$ cat config.mk
export PLATFORM = sky130hd
export DESIGN_NAME = sdram_test_seq_flat
export DESIGN_NICKNAME = d
export VERILOG_FILES = /design/src/rtl/sdram_test_pkg.sv /design/src/rtl/sdram_test_seq_if.sv /design/src/rtl/sdram_seq_cnt.sv /design/src/rtl/sdram_test_seq.sv /design/src/flat_wrapper.sv
export SDC_FILE = /design/constraint.sdc
export NUM_CORES = 1
export LEC_CHECK = 0
export ABC_AREA = 1
export CORE_MARGIN = 2
export CORE_UTILIZATION = 55
export CTS_CLUSTER_DIAMETER = 60
export DETAILED_ROUTE_END_ITERATION = 10
export DONT_BUFFER_PORTS = 1
export PLACE_DENSITY = 0.76
export SLEW_MARGIN = 20
export SYNTH_ARGS = -nofsm -noshare
export SYNTH_HDL_FRONTEND = slang
export SYNTH_SLANG_ARGS = --single-unit
$ cat constraint.sdc
create_clock -name clock -period 2.3 [get_ports clock]
set_input_delay 0.23 -clock clock [delete_from_list [all_inputs] [get_ports clock]]
set_output_delay 0.23 -clock clock [all_outputs]
set_load 0.01 [all_outputs]
$ cat src/rtl/sdram_test_pkg.sv
// Shared types and constants for the SDRAM test sequencer.
// The optional SDRAM_TEST_SEQ_CONT_EN macro (used by the top) selects looping passes.
package sdram_test_pkg;

    typedef enum logic [2:0] {
        IDLE     = 3'd0,
        WRITE    = 3'd1,
        GAP      = 3'd2,
        WAIT_RDY = 3'd3,
        READ     = 3'd4,
        DONE     = 3'd5
    } state_t;

    localparam int BURST_LEN_DEF   = 256;
    localparam int GAP_CYCLES_DEF  = 16;
    localparam int RDY_TIMEOUT_DEF = 65535;

    // Burst counter covers 1..4096 words; the timer covers gap and ready timeout.
    localparam int BURST_CNT_W = 13;
    localparam int TIMER_W     = 16;
    localparam int PASS_CNT_W  = 16;

endpackage

$ cat src/rtl/sdram_test_seq_if.sv
// Sequencer-to-tester signal bundle; master is the sequencer, slave the tester side.
interface sdram_test_seq_if;
    import sdram_test_pkg::*;

    // Strobes are active-low and registered. rfifo_rd_en is low in a cycle only
    // when rfifo_rd_ready was sampled high at the clock edge that began that cycle;
    // each low cycle of either strobe moves exactly one word.
    logic                  start;
    logic                  rfifo_rd_ready;
    logic                  wfifo_wr_en;
    logic                  rfifo_rd_en;
    logic                  busy;
    logic                  pass_done;
    logic [PASS_CNT_W-1:0] pass_cnt;
    logic                  timeout_err;
    state_t                state;

    modport master (
        input  start, rfifo_rd_ready,
        output wfifo_wr_en, rfifo_rd_en, busy, pass_done, pass_cnt, timeout_err, state
    );

    modport slave (
        output start, rfifo_rd_ready,
        input  wfifo_wr_en, rfifo_rd_en, busy, pass_done, pass_cnt, timeout_err, state
    );

endinterface

$ cat src/rtl/sdram_seq_cnt.sv
// Loadable down-counter with a terminal flag; holds at zero rather than wrapping.
module sdram_seq_cnt #(
    parameter int W = 16
) (
    input  logic         clock,
    input  logic         rst,
    input  logic         load,
    input  logic [W-1:0] load_val,
    input  logic         dec,
    output logic         term
);

    logic [W-1:0] count;

    always_ff @(posedge clock) begin
        if (rst) begin
            count <= '0;
        end else if (load) begin
            count <= load_val;
        end else if (dec && !term) begin
            count <= count - W'(1);
        end
    end

    assign term = (count == '0);

endmodule

$ cat src/rtl/sdram_test_seq.sv
// SDRAM test sequencer: write burst, gap, wait for read data, read burst, count passes.
// Define SDRAM_TEST_SEQ_CONT_EN to loop passes continuously instead of single-shot.
module sdram_test_seq
    import sdram_test_pkg::*;
#(
    parameter int BURST_LEN   = BURST_LEN_DEF,
    parameter int GAP_CYCLES  = GAP_CYCLES_DEF,
    parameter int RDY_TIMEOUT = RDY_TIMEOUT_DEF
) (
    input logic              clock,
    input logic              rst,
    sdram_test_seq_if.master bus
);

    // Counters are loaded with length-1 and finish on reaching zero.
    localparam logic [BURST_CNT_W-1:0] BURST_LOAD = BURST_CNT_W'(BURST_LEN - 1);
    localparam logic [TIMER_W-1:0]     GAP_LOAD   = TIMER_W'((GAP_CYCLES > 0) ? GAP_CYCLES - 1 : 0);
    localparam logic [TIMER_W-1:0]     RDY_LOAD   = TIMER_W'((RDY_TIMEOUT > 0) ? RDY_TIMEOUT - 1 : 0);

    state_t               state;
    state_t               state_next;
    logic                 burst_load;
    logic                 burst_dec;
    logic                 burst_term;
    logic                 timer_load;
    logic [TIMER_W-1:0]   timer_val;
    logic                 timer_dec;
    logic                 timer_term;
    logic                 rd_issue;
    logic                 rd_all;
    logic                 timeout_set;
    logic                 wr_en_q;
    logic                 rd_en_q;
    logic                 busy_q;
    logic                 pass_done_q;
    logic [PASS_CNT_W-1:0] pass_cnt_q;
    logic                 timeout_q;

    sdram_seq_cnt #(.W(BURST_CNT_W)) u_burst_cnt (
        .clock    (clock),
        .rst      (rst),
        .load     (burst_load),
        .load_val (BURST_LOAD),
        .dec      (burst_dec),
        .term     (burst_term)
    );

    sdram_seq_cnt #(.W(TIMER_W)) u_timer_cnt (
        .clock    (clock),
        .rst      (rst),
        .load     (timer_load),
        .load_val (timer_val),
        .dec      (timer_dec),
        .term     (timer_term)
    );

    always_ff @(posedge clock) begin
        if (rst) begin
            state <= IDLE;
        end else begin
            state <= state_next;
        end
    end

    always_comb begin
        state_next  = state;
        burst_load  = 1'b0;
        burst_dec   = 1'b0;
        timer_load  = 1'b0;
        timer_val   = RDY_LOAD;
        timer_dec   = 1'b0;
        rd_issue    = 1'b0;
        timeout_set = 1'b0;
        case (state)
            IDLE: begin
                if (bus.start) begin
                    state_next = WRITE;
                    burst_load = 1'b1;
                end
            end
            WRITE: begin
                burst_dec = 1'b1;
                if (burst_term) begin
                    timer_load = 1'b1;
                    if (GAP_CYCLES == 0) begin
                        state_next = WAIT_RDY;
                        timer_val  = RDY_LOAD;
                        burst_load = 1'b1;
                    end else begin
                        state_next = GAP;
                        timer_val  = GAP_LOAD;
                    end
                end
            end
            GAP: begin
                timer_dec = 1'b1;
                if (timer_term) begin
                    state_next = WAIT_RDY;
                    timer_load = 1'b1;
                    timer_val  = RDY_LOAD;
                    burst_load = 1'b1;
                end
            end
            WAIT_RDY: begin
                // The first read strobe is issued here so it lands in the first READ cycle.
                if (bus.rfifo_rd_ready) begin
                    state_next = READ;
                    rd_issue   = 1'b1;
                    burst_dec  = 1'b1;
                end else if (timer_term) begin
                    state_next  = IDLE;
                    timeout_set = 1'b1;
                end else begin
                    timer_dec = 1'b1;
                end
            end
            READ: begin
                if (rd_all) begin
                    state_next = DONE;
                end else if (bus.rfifo_rd_ready) begin
                    rd_issue  = 1'b1;
                    burst_dec = 1'b1;
                end
            end
`ifdef SDRAM_TEST_SEQ_CONT_EN
            DONE: begin
                state_next = WRITE;
                burst_load = 1'b1;
            end
`else
            DONE: begin
                state_next = IDLE;
            end
`endif
            default: begin
                state_next = IDLE;
            end
        endcase
    end

    // Outputs are decoded from the next state so they align with the state register.
    always_ff @(posedge clock) begin
        if (rst) begin
            wr_en_q     <= 1'b1;
            rd_en_q     <= 1'b1;
            busy_q      <= 1'b0;
            pass_done_q <= 1'b0;
            pass_cnt_q  <= '0;
            timeout_q   <= 1'b0;
            rd_all      <= 1'b0;
        end else begin
            wr_en_q     <= (state_next != WRITE);
            rd_en_q     <= !rd_issue;
            busy_q      <= (state_next != IDLE);
            pass_done_q <= (state_next == DONE);
            if (state_next == DONE) begin
                pass_cnt_q <= pass_cnt_q + PASS_CNT_W'(1);
            end
            if (state == IDLE && bus.start) begin
                timeout_q <= 1'b0;
            end else if (timeout_set) begin
                timeout_q <= 1'b1;
            end
            if (burst_load) begin
                rd_all <= 1'b0;
            end else if (rd_issue && burst_term) begin
                rd_all <= 1'b1;
            end
        end
    end

    assign bus.wfifo_wr_en = wr_en_q;
    assign bus.rfifo_rd_en = rd_en_q;
    assign bus.busy        = busy_q;
    assign bus.pass_done   = pass_done_q;
    assign bus.pass_cnt    = pass_cnt_q;
    assign bus.timeout_err = timeout_q;
    assign bus.state       = state;

endmodule

$ cat src/flat_wrapper.sv
// flat-port wrapper written by rule: the top's interface ports become plain ports
module sdram_test_seq_flat import sdram_test_pkg::*;
#(
    parameter int BURST_LEN   = BURST_LEN_DEF,
    parameter int GAP_CYCLES  = GAP_CYCLES_DEF,
    parameter int RDY_TIMEOUT = RDY_TIMEOUT_DEF
)
  (clock, rst, bus_start, bus_rfifo_rd_ready, bus_wfifo_wr_en, bus_rfifo_rd_en, bus_busy, bus_pass_done, bus_pass_cnt, bus_timeout_err, bus_state);
  sdram_test_seq_if bus_i ();
  input logic clock;
  input logic rst;
  input wire logic [$bits(bus_i.start)-1:0] bus_start;
  input wire logic [$bits(bus_i.rfifo_rd_ready)-1:0] bus_rfifo_rd_ready;
  output wire logic [$bits(bus_i.wfifo_wr_en)-1:0] bus_wfifo_wr_en;
  output wire logic [$bits(bus_i.rfifo_rd_en)-1:0] bus_rfifo_rd_en;
  output wire logic [$bits(bus_i.busy)-1:0] bus_busy;
  output wire logic [$bits(bus_i.pass_done)-1:0] bus_pass_done;
  output wire logic [$bits(bus_i.pass_cnt)-1:0] bus_pass_cnt;
  output wire logic [$bits(bus_i.timeout_err)-1:0] bus_timeout_err;
  output wire logic [$bits(bus_i.state)-1:0] bus_state;
  assign bus_i.start = bus_start;
  assign bus_i.rfifo_rd_ready = bus_rfifo_rd_ready;
  assign bus_wfifo_wr_en = bus_i.wfifo_wr_en;
  assign bus_rfifo_rd_en = bus_i.rfifo_rd_en;
  assign bus_busy = bus_i.busy;
  assign bus_pass_done = bus_i.pass_done;
  assign bus_pass_cnt = bus_i.pass_cnt;
  assign bus_timeout_err = bus_i.timeout_err;
  assign bus_state = bus_i.state;
  sdram_test_seq #(.BURST_LEN(BURST_LEN), .GAP_CYCLES(GAP_CYCLES), .RDY_TIMEOUT(RDY_TIMEOUT)) u_core (.clock(clock), .rst(rst), .bus(bus_i));
endmodule
==> results of run 1 <==
==> how the worst max path moves through the flow <==
stage / slack (ns) / to / cells after the start / start
finish: 0.43 / u_core.u_timer_cnt.count[7] / 9 / u_core.u_timer_cnt.count[0]
global route: 0.21 / u_core.u_timer_cnt.count[11] / 9 / u_core.u_timer_cnt.count[0]
CTS: 0.43 / u_core.u_timer_cnt.count[11] / 9 / u_core.u_timer_cnt.count[0]
detailed placement: 0.46 / u_core.bus.busy / 9 / u_core.u_timer_cnt.count[0]
global placement: 0.53 / u_core.u_timer_cnt.count[12] / 9 / u_core.u_timer_cnt.count[0]
floorplan: 0.76 / u_core.u_timer_cnt.count[5] / 10 / u_core.u_timer_cnt.count[0]
==> sequential cells by signal (all words and copies together), names as in the netlist, 3 cells and up <==
signal,flops
u_core.u_timer_cnt.count,16
u_core.u_burst_cnt.count,13
u_core.bus.pass_cnt,16
u_core.bus.state,3
==> synth_stat cells, types with 3 or more instances <==
cell | n | area share [%]
nand2_1 | 97 | 12
nor2_1 | 69 | 8.6
dfxtp_1 | 54 | 36
nand3_1 | 45 | 7.5
a21oi_1 | 41 | 6.8
inv_1 | 40 | 5.0
o21ai_0 | 17 | 2.8
nand4_1 | 13 | 2.7
xnor2_1 | 13 | 3.8
nand2_2 | 9 | 1.9
nor3_1 | 6 | 1.0
xor2_1 | 6 | 1.7
inv_2 | 5 | 0.62
nand3_2 | 5 | 1.7
clkbuf_1 | 3 | 0.37
ha_1 | 3 | 1.2
nor2_2 | 3 | 0.62
==> power breakdown <==
group | switching (W) | internal, W
logic | 0.000281 | 0.000165
clock network | 0.000315 | 0.000244
registers | 0.0000423 | 0.000970
==> area by class of cell <==
| type | instances | area [um^2] | share of cell area [%] |
|---|---|---|---|
| clock buffers | 7 | 86.33 | 2.739 |
| clock inverters | 1 | 5.005 | 0.1588 |
| inverters | 46 | 172.7 | 5.478 |
| multi-input cells | 342 | 1694 | 53.75 |
| flip-flops and latches | 54 | 1081 | 34.30 |
| well taps | 70 | 87.58 | 2.779 |
| repair buffers | 3 | 25.02 | 0.7940 |
==> routing by layer <==
metal | global-route usage (%) | wire length (um)
met1 | 30.39 | 3152
met5 | 0 | 0
met4 | 8.421 | 99
met2 | 39.14 | 3222
met3 | 4.535 | 306
==> cells by family after synthesis <==
logic type,after synthesis,synth area share [%]
buf+inv,56,7.813
compound gates,63,10.64
xor+xnor,19,5.528
fa+ha+maj,3,1.247
flops,54,35.91
simple gates,257,38.86
==> through the flow <==
step,setup slack (ns),cells
floorplan,0.7598,452
global placement,0.5261,514
detailed placement,0.4576,514
CTS,0.4317,523
global route,0.2147,523
finish,0.4254,523
==> tightest hold or removal path: stages <==
cell and delay [ns]:
nor3_2 0.04, nand3_1 0.08, a21oi_1 0.05
==> what timing repair did <==
action | 4_1_cts | 5_1_grt
hold buffers | 1 | 0
resized for setup | 0 | 0
endpoints found under the hold margin | 19 | 0
==> run_results.csv, run 1 <==
group,metric,value,unit
floorplan,rows,26,
route,drt-pass1-iter-count,4,
synthesis,synth_edf_count,0,
clock_network,post_cts_buffers,0,
placed_design,gp_congestion,0.8397,
synthesis,avgSynthCellArea,6.660,um^2
route,viasPerCell,5.403,
finish,design_area,3152,um^2
critical_path,worst-path-buf-inv,1,
finish,layout_commonest_cell,"nand2_1",
critical_path,end_kind,"flop",
clock_network,clock_path_buffers,2,
timing,tns,0,ns
global_routing,grt_pass1_wl,11710,um
clock_network,root_buffer,"clkbuf_8",
global_routing,grt_pass1_vias,2613,
synthesis,ys.flop_type,"dfxtp_1",
finish,area.growth.synth_to_final,4.697,%
critical_path,cp.required,2.47,ns
critical_path,slowest_delay,0.32,ns
critical_path,path_cells,"inv_1, ha_1, nand3_2, nor2_2, nand2_2, nand2_2, nand2_2, nand3_1, a21oi_1",
pwr,peakVddDrop,0.3661,mV
timing,setup_viol,0,
timing,rsz0062_at_grt,"no",
floorplan,io_pins,28,
min_path,min_from,"bus_rfifo_rd_ready",
critical_path,critPathTopFamily,"simple AND/OR/NAND/NOR gates",
synthesis,ys_ff_latch,54,
synthesis,yosys_warnings,0,
clock_network,cts_tree,"yes",
critical_path,r2r_cells,9,
route,wl_per_cell,12.97,um
route,drt_drc_violations_left,0,
timing,min_period,1.875,ns
critical_path,r2r_setup_slack,0.43,ns
finish,layout_common_cells,"97 x nand2_1, 69 x nor2_1, 54 x dfxtp_1",
synthesis,async_reset_ff_share,0,%
run,cap_violations,0,
timing,timing.final.crit_share,81.50,%
floorplan,die_y,77.98,um
pwr,p_per_area,640.2,nW/um^2
status,outcome,"finished clean",
route,num_vias,2826,
synthesis,ys_types,30,
clock_network,htree_num_levels,2,
critical_path,cp-start-kind,"flop",
finish,nFillCells,509,
critical_path,critPathMostFrequentCell,"nand2_2",
global_routing,grt_usage,23.56,%
synthesis,syn_inst,452,
timing,skew,0.003858,ns
pwr,p_leak,1.352,nW
placed_design,place_area,3050,um^2
finish,num_antenna_cells,0,
global_routing,grt_max_degree,20,
min_path,min_path_type,"input pin to flop",
min_path,whs_endpoint,"u_core.bus.timeout_err",
timing,hold_ws,0.1248,ns
clock_network,cts_made_buffers,5,
synthesis,syn_area,3010,um^2
finish,drive_gt1_share,7.726,%
floorplan,die_x,77.98,um
global_routing,grt-ovfl-total,0,
critical_path,crit_type,"flop to flop",
floorplan,die_area,6081,um^2
critical_path,r2r-start,"u_core.u_timer_cnt.count[0]",
timing,report.final.slew_viol_count,0,
global_routing,antenna_found_initial,0,
route,antenna_left,0,
clock_network,clock-sinks,54,
clock_network,clk_latency,0.32,ns
clock_network,path_clk_slew,0.09,ns
synthesis,synth_nets,459,
pwr,power,0.002018,W
route,drtIter0Drc,188,
placed_design,port_buffers,0,
critical_path,rr_endpoint,"u_core.u_timer_cnt.count[7]",
critical_path,crit_fanout,13,
finish,layout.nets,459,
timing,fmax,0.5335,GHz
min_path,hold_path_depth,3,
placed_design,dp_hpwl,4899,um
timing,max_slew_margin,46.46,%
floorplan,core-area,5205,um^2
floorplan,initial_core_util,57.84,%
synthesis,yosysSeqAreaShare,35.91,%
route,wl,6781,um
critical_path,critPathSlowestCell,"dfxtp_1",
timing,tightest_slew,0.8005,ns
finish,fin_util,60.55,%
critical_path,crit_arrival,2.04,ns
timing,hold_viol,0,
Note: power is estimated with default switching activity, not from simulation.
==> run 2: changes to the inputs <==
--- a/config.mk
+++ b/config.mk
@@ -5,13 +5,13 @@
 export SDC_FILE = /design/constraint.sdc
 export NUM_CORES = 1
 export LEC_CHECK = 0
-export ABC_AREA = 1
+export ABC_AREA = 0
 export CORE_MARGIN = 2
 export CORE_UTILIZATION = 55
 export CTS_CLUSTER_DIAMETER = 60
 export DETAILED_ROUTE_END_ITERATION = 10
 export DONT_BUFFER_PORTS = 1
-export PLACE_DENSITY = 0.76
+export PLACE_DENSITY = 0.79
 export SLEW_MARGIN = 20
 export SYNTH_ARGS = -nofsm -noshare
 export SYNTH_HDL_FRONTEND = slang
==> constraint.sdc (replaced) <==
create_clock -name clock -period 1.55 [get_ports clock]
set_input_delay 0.155 -clock clock [delete_from_list [all_inputs] [get_ports clock]]
set_output_delay 0.155 -clock clock [all_outputs]
set_load 0.01 [all_outputs]
==> run_results.csv, run 2 <==
group,metric,value,unit
status,outcome,"stopped before the end",
status,lastStage,"5_1_grt",
status,error_line,"[ERROR DPL-0038] Utilization greater than 100%, impossible to legalize",
synthesis,yosys_warnings,0,
synthesis,synth_nets,333,
synthesis,ys_ff_latch,54,
clock_network,clock_path_buffers,2,
floorplan,initial_core_util,57.41,%
timing,worst_endpoint,"u_core.bus.pass_cnt[13]$_SDFFE_PP0N_/D",
floorplan,die_x,74.68,um
clock_network,root_buffer,"clkbuf_8",
synthesis,synth_edf_count,0,
clock_network,clock-sinks,54,
timing,worst_endpoint_kind,"register input",
synthesis,syn_inst,326,
synthesis,ys_types,51,
synthesis,synthTopCellsByCount,"54 x dfxtp_1, 29 x a21oi_1, 26 x nor2_1",
synthesis,async_reset_ff_share,0,%
placed_design,dp_hpwl,5884,um
placed_design,gp_congestion,1.048,
placed_design,dp.cells,483,
floorplan,die_y,74.68,um
synthesis,ys.flop_type,"dfxtp_1",
synthesis,netlist.area_leader.share,39.34,%
synthesis,syn_area,2748,um^2
clock_network,cts_made_buffers,5,
floorplan,rows,25,
synthesis,yosysSeqAreaShare,39.34,%
placed_design,dp_slack,-0.8111,ns
synthesis,yosys.area.top_type,"dfxtp_1",
synthesis,avgSynthCellArea,8.428,um^2
clock_network,htree_num_levels,2,
placed_design,port_buffers,0,
floorplan,io_pins,28,
synthesis,yosys-top-cells-area,"dfxtp_1 39%, a21oi_1 5.3%, xor2_1 4.5%, nor2_1 3.6%, o21ai_0 2.9%",
synthesis,yosysMostFrequentCell,"dfxtp_1",
global_routing,grt_max_degree,47,
-- run 2: kinds of logic after synthesis --
group | after synthesis | synth area share (%)
fa+ha+maj | 3 | 1.366
buf+inv | 22 | 3.096
mux | 3 | 1.184
simple gates | 142 | 29.64
compound gates | 83 | 19.31
xor+xnor | 19 | 6.056
flops | 54 | 39.34
-- run 2: through the flow --
step                hold slack, ns  area (um^2)
detailed placement          0.2306         3582
floorplan                   0.2419         2783
global placement            0.2289         3582
CTS                        -0.1144         4487
-- run 2: what timing repair did --
item / in CTS
pin swaps: 42
buffers inserted: 14
hold endpoints to repair: 41
endpoints found under the setup margin: 51
gates cloned: 7
gates resized for setup: 124
hold buffers: 1
==> run 3: changes to the inputs <==
--- a/config.mk
+++ b/config.mk
@@ -7,11 +7,10 @@
 export LEC_CHECK = 0
 export ABC_AREA = 0
 export CORE_MARGIN = 2
-export CORE_UTILIZATION = 55
-export CTS_CLUSTER_DIAMETER = 60
+export CORE_UTILIZATION = 40
 export DETAILED_ROUTE_END_ITERATION = 10
 export DONT_BUFFER_PORTS = 1
-export PLACE_DENSITY = 0.79
+export PLACE_DENSITY_LB_ADDON = 0.15
 export SLEW_MARGIN = 20
 export SYNTH_ARGS = -nofsm -noshare
 export SYNTH_HDL_FRONTEND = slang
==> constraint.sdc (replaced) <==
create_clock -name clock -period 2 [get_ports clock]
set_input_delay 0.2 -clock clock [delete_from_list [all_inputs] [get_ports clock]]
set_output_delay 0.2 -clock clock [all_outputs]
set_load 0.01 [all_outputs]
==> run_results.csv, run 3 <==
group,metric,value,unit
status,outcome,"finished with violations",
status,failed_checks,"negative hold slack, negative setup slack",
clock_network,clock-sinks,54,
synthesis,synth_edf_count,0,
placed_design,place_area,3401,um^2
clock_network,clk_latency,0.32,ns
route,wl,8478,um
synthesis,yosys-top-cells-area,"dfxtp_1 39%, a21oi_1 5.3%, xor2_1 4.5%, nor2_1 3.6%, o21ai_0 2.9%",
timing,rsz0062_at_grt,"yes",
synthesis,yosysSeqAreaShare,39.34,%
critical_path,end_kind,"flop",
floorplan,rows,30,
timing,hold_viol,34,
pwr,peakVddDrop,0.3139,mV
timing,tightest_slew,0.4567,ns
pwr,p_per_area,651.7,nW/um^2
route,wl_per_cell,16.92,um
timing,hold_ws,-0.06637,ns
run,cap_violations,0,
placed_design,gp_congestion,0.8714,
critical_path,cp.required,2.27,ns
placed_design,dp_hpwl,5455,um
timing,report.final.slew_viol_count,0,
global_routing,grt_max_degree,47,
critical_path,crit_arrival,2.57,ns
global_routing,grt_usage,22.15,%
synthesis,async_reset_ff_share,0,%
timing,min_period,2.302,ns
finish,layout.nets,427,
finish,num_antenna_cells,0,
timing,max_slew_margin,69.51,%
synthesis,yosys.area.top_type,"dfxtp_1",
placed_design,dp_slack,-0.3643,ns
synthesis,ys_types,51,
synthesis,yosysMostFrequentCell,"dfxtp_1",
clock_network,cts_made_buffers,5,
critical_path,cp-start-kind,"flop",
critical_path,crit_fanout,4,
finish,drive_gt1_share,45.84,%
synthesis,ys.flop_type,"dfxtp_1",
clock_network,path_clk_slew,0.11,ns
floorplan,die_area,7548,um^2
floorplan,io_pins,28,
route,antenna_left,0,
route,num_vias,2908,
global_routing,grt_pass1_vias,2827,
floorplan,initial_core_util,40.89,%
synthesis,avgSynthCellArea,8.428,um^2
critical_path,r2r-start,"u_core.bus.state[0]",
global_routing,grt-ovfl-total,0,
synthesis,ys_ff_latch,54,
route,viasPerCell,5.804,
synthesis,netlist.area_leader.share,39.34,%
synthesis,synthTopCellsByCount,"54 x dfxtp_1, 29 x a21oi_1, 26 x nor2_1",
pwr,p_leak,1.645,nW
clock_network,htree_num_levels,2,
finish,area.growth.synth_to_final,53.42,%
finish,layout_commonest_cell,"buf_4",
synthesis,syn_inst,326,
route,drt_drc_violations_left,0,
synthesis,yosys_warnings,0,
clock_network,holdBufCountCts,7,
clock_network,cts_tree,"yes",
placed_design,port_buffers,0,
critical_path,startpoint,"u_core.bus.state[0]",
timing,timing.final.crit_share,115.1,%
clock_network,root_buffer,"clkbuf_8",
timing,setup_viol,18,
min_path,min_path_type,"input pin to flop",
timing,skew,0.01480,ns
timing,fmax,0.4344,GHz
synthesis,syn_area,2748,um^2
finish,design_area,4215,um^2
floorplan,die_x,86.88,um
global_routing,grt_pass1_wl,13460,um
floorplan,die_y,86.88,um
timing,worst_slack,-0.3019,ns
finish,layout_common_cells,"75 x buf_4, 44 x dfxtp_1, 23 x nor2_1",
min_path,min_from,"rst",
synthesis,synth_nets,333,
clock_network,clock_path_buffers,2,
pwr,power,0.002747,W
global_routing,antenna_found_initial,0,
floorplan,core-area,6719,um^2
route,drtIter0Drc,213,
critical_path,crit_type,"flop to flop",
route,drt-pass1-iter-count,4,
## run 3: path summary, 6_finish.rpt
path / end / slack, ns / cells after the start
setup / recovery: u_core.bus.pass_cnt[13] / -0.30 / 5
hold / removal: u_core.bus.pass_cnt[6] / -0.07 / 1
hold reg to reg: u_core.u_burst_cnt.count[12] / 0.46 / 2
setup reg to reg: u_core.bus.pass_cnt[13] / -0.30 / 5
## run 3: per-layer routing
| metal | share of wire (%) | track usage, % |
|---|---|---|
| met4 | 1.5 | 6.818 |
| met2 | 48 | 35.46 |
| met5 | 0 | 0 |
| met3 | 4.9 | 3.981 |
| met1 | 46 | 30.32 |
## run 3: what timing repair did
item,4_1_cts,5_1_grt
buffers inserted,6,7
pin swaps,21,29
endpoints found under the hold margin,41,35
resized for setup,57,67
gates cloned,2,1
setup endpoints to repair,41,41
## run 3: report_power, final
group / switching, W / leakage (nW) / internal [W]
Sequential: 0.0000390 / 0.444 / 0.00112
Clock: 0.000396 / 0.0514 / 0.000286
Combinational: 0.000462 / 1.15 / 0.000442
## run 3: logic make-up (layout without fill, tap and decap cells)
family          after synthesis  in the layout  synth area share [%]
mux                           3              3                 1.184
buf+inv                      22            117                 3.096
compound gates               83             83                 19.31
flops                        54             54                 39.34
fa+ha+maj                     3              3                 1.366
simple gates                142            142                 29.64
xor+xnor                     19             19                 6.056
## run 3: critical path: stages, from the launching register on
cell and delay, ns:
dfxtp_2 0.35, or4b_4 0.52, or4_4 0.56, o21a_4 0.22
or4b_4 0.48, a21oi_2 0.12
## run 3: area by class of cell
type	instances	area [um^2]
sequential	54	1096
clock inverter	2	17.52
timing repair buffer	102	843.3
fill	559	2504
multi-input combinational	250	2049
clock buffer	6	82.58
inverter	7	26.28
tap	80	100.1
## run 3: through the flow
step / setup TNS (ns) / std cells / util [%]
3_3_place_gp: -3.632 / 471 / 50.61
4_1_cts: -2.018 / 493 / 57.34
2_1_floorplan: -5.806 / 326 / -
6_report: -2.260 / 501 / 62.74
3_5_place_dp: -4.011 / 471 / 50.61
5_1_grt: -3.640 / 501 / 62.74
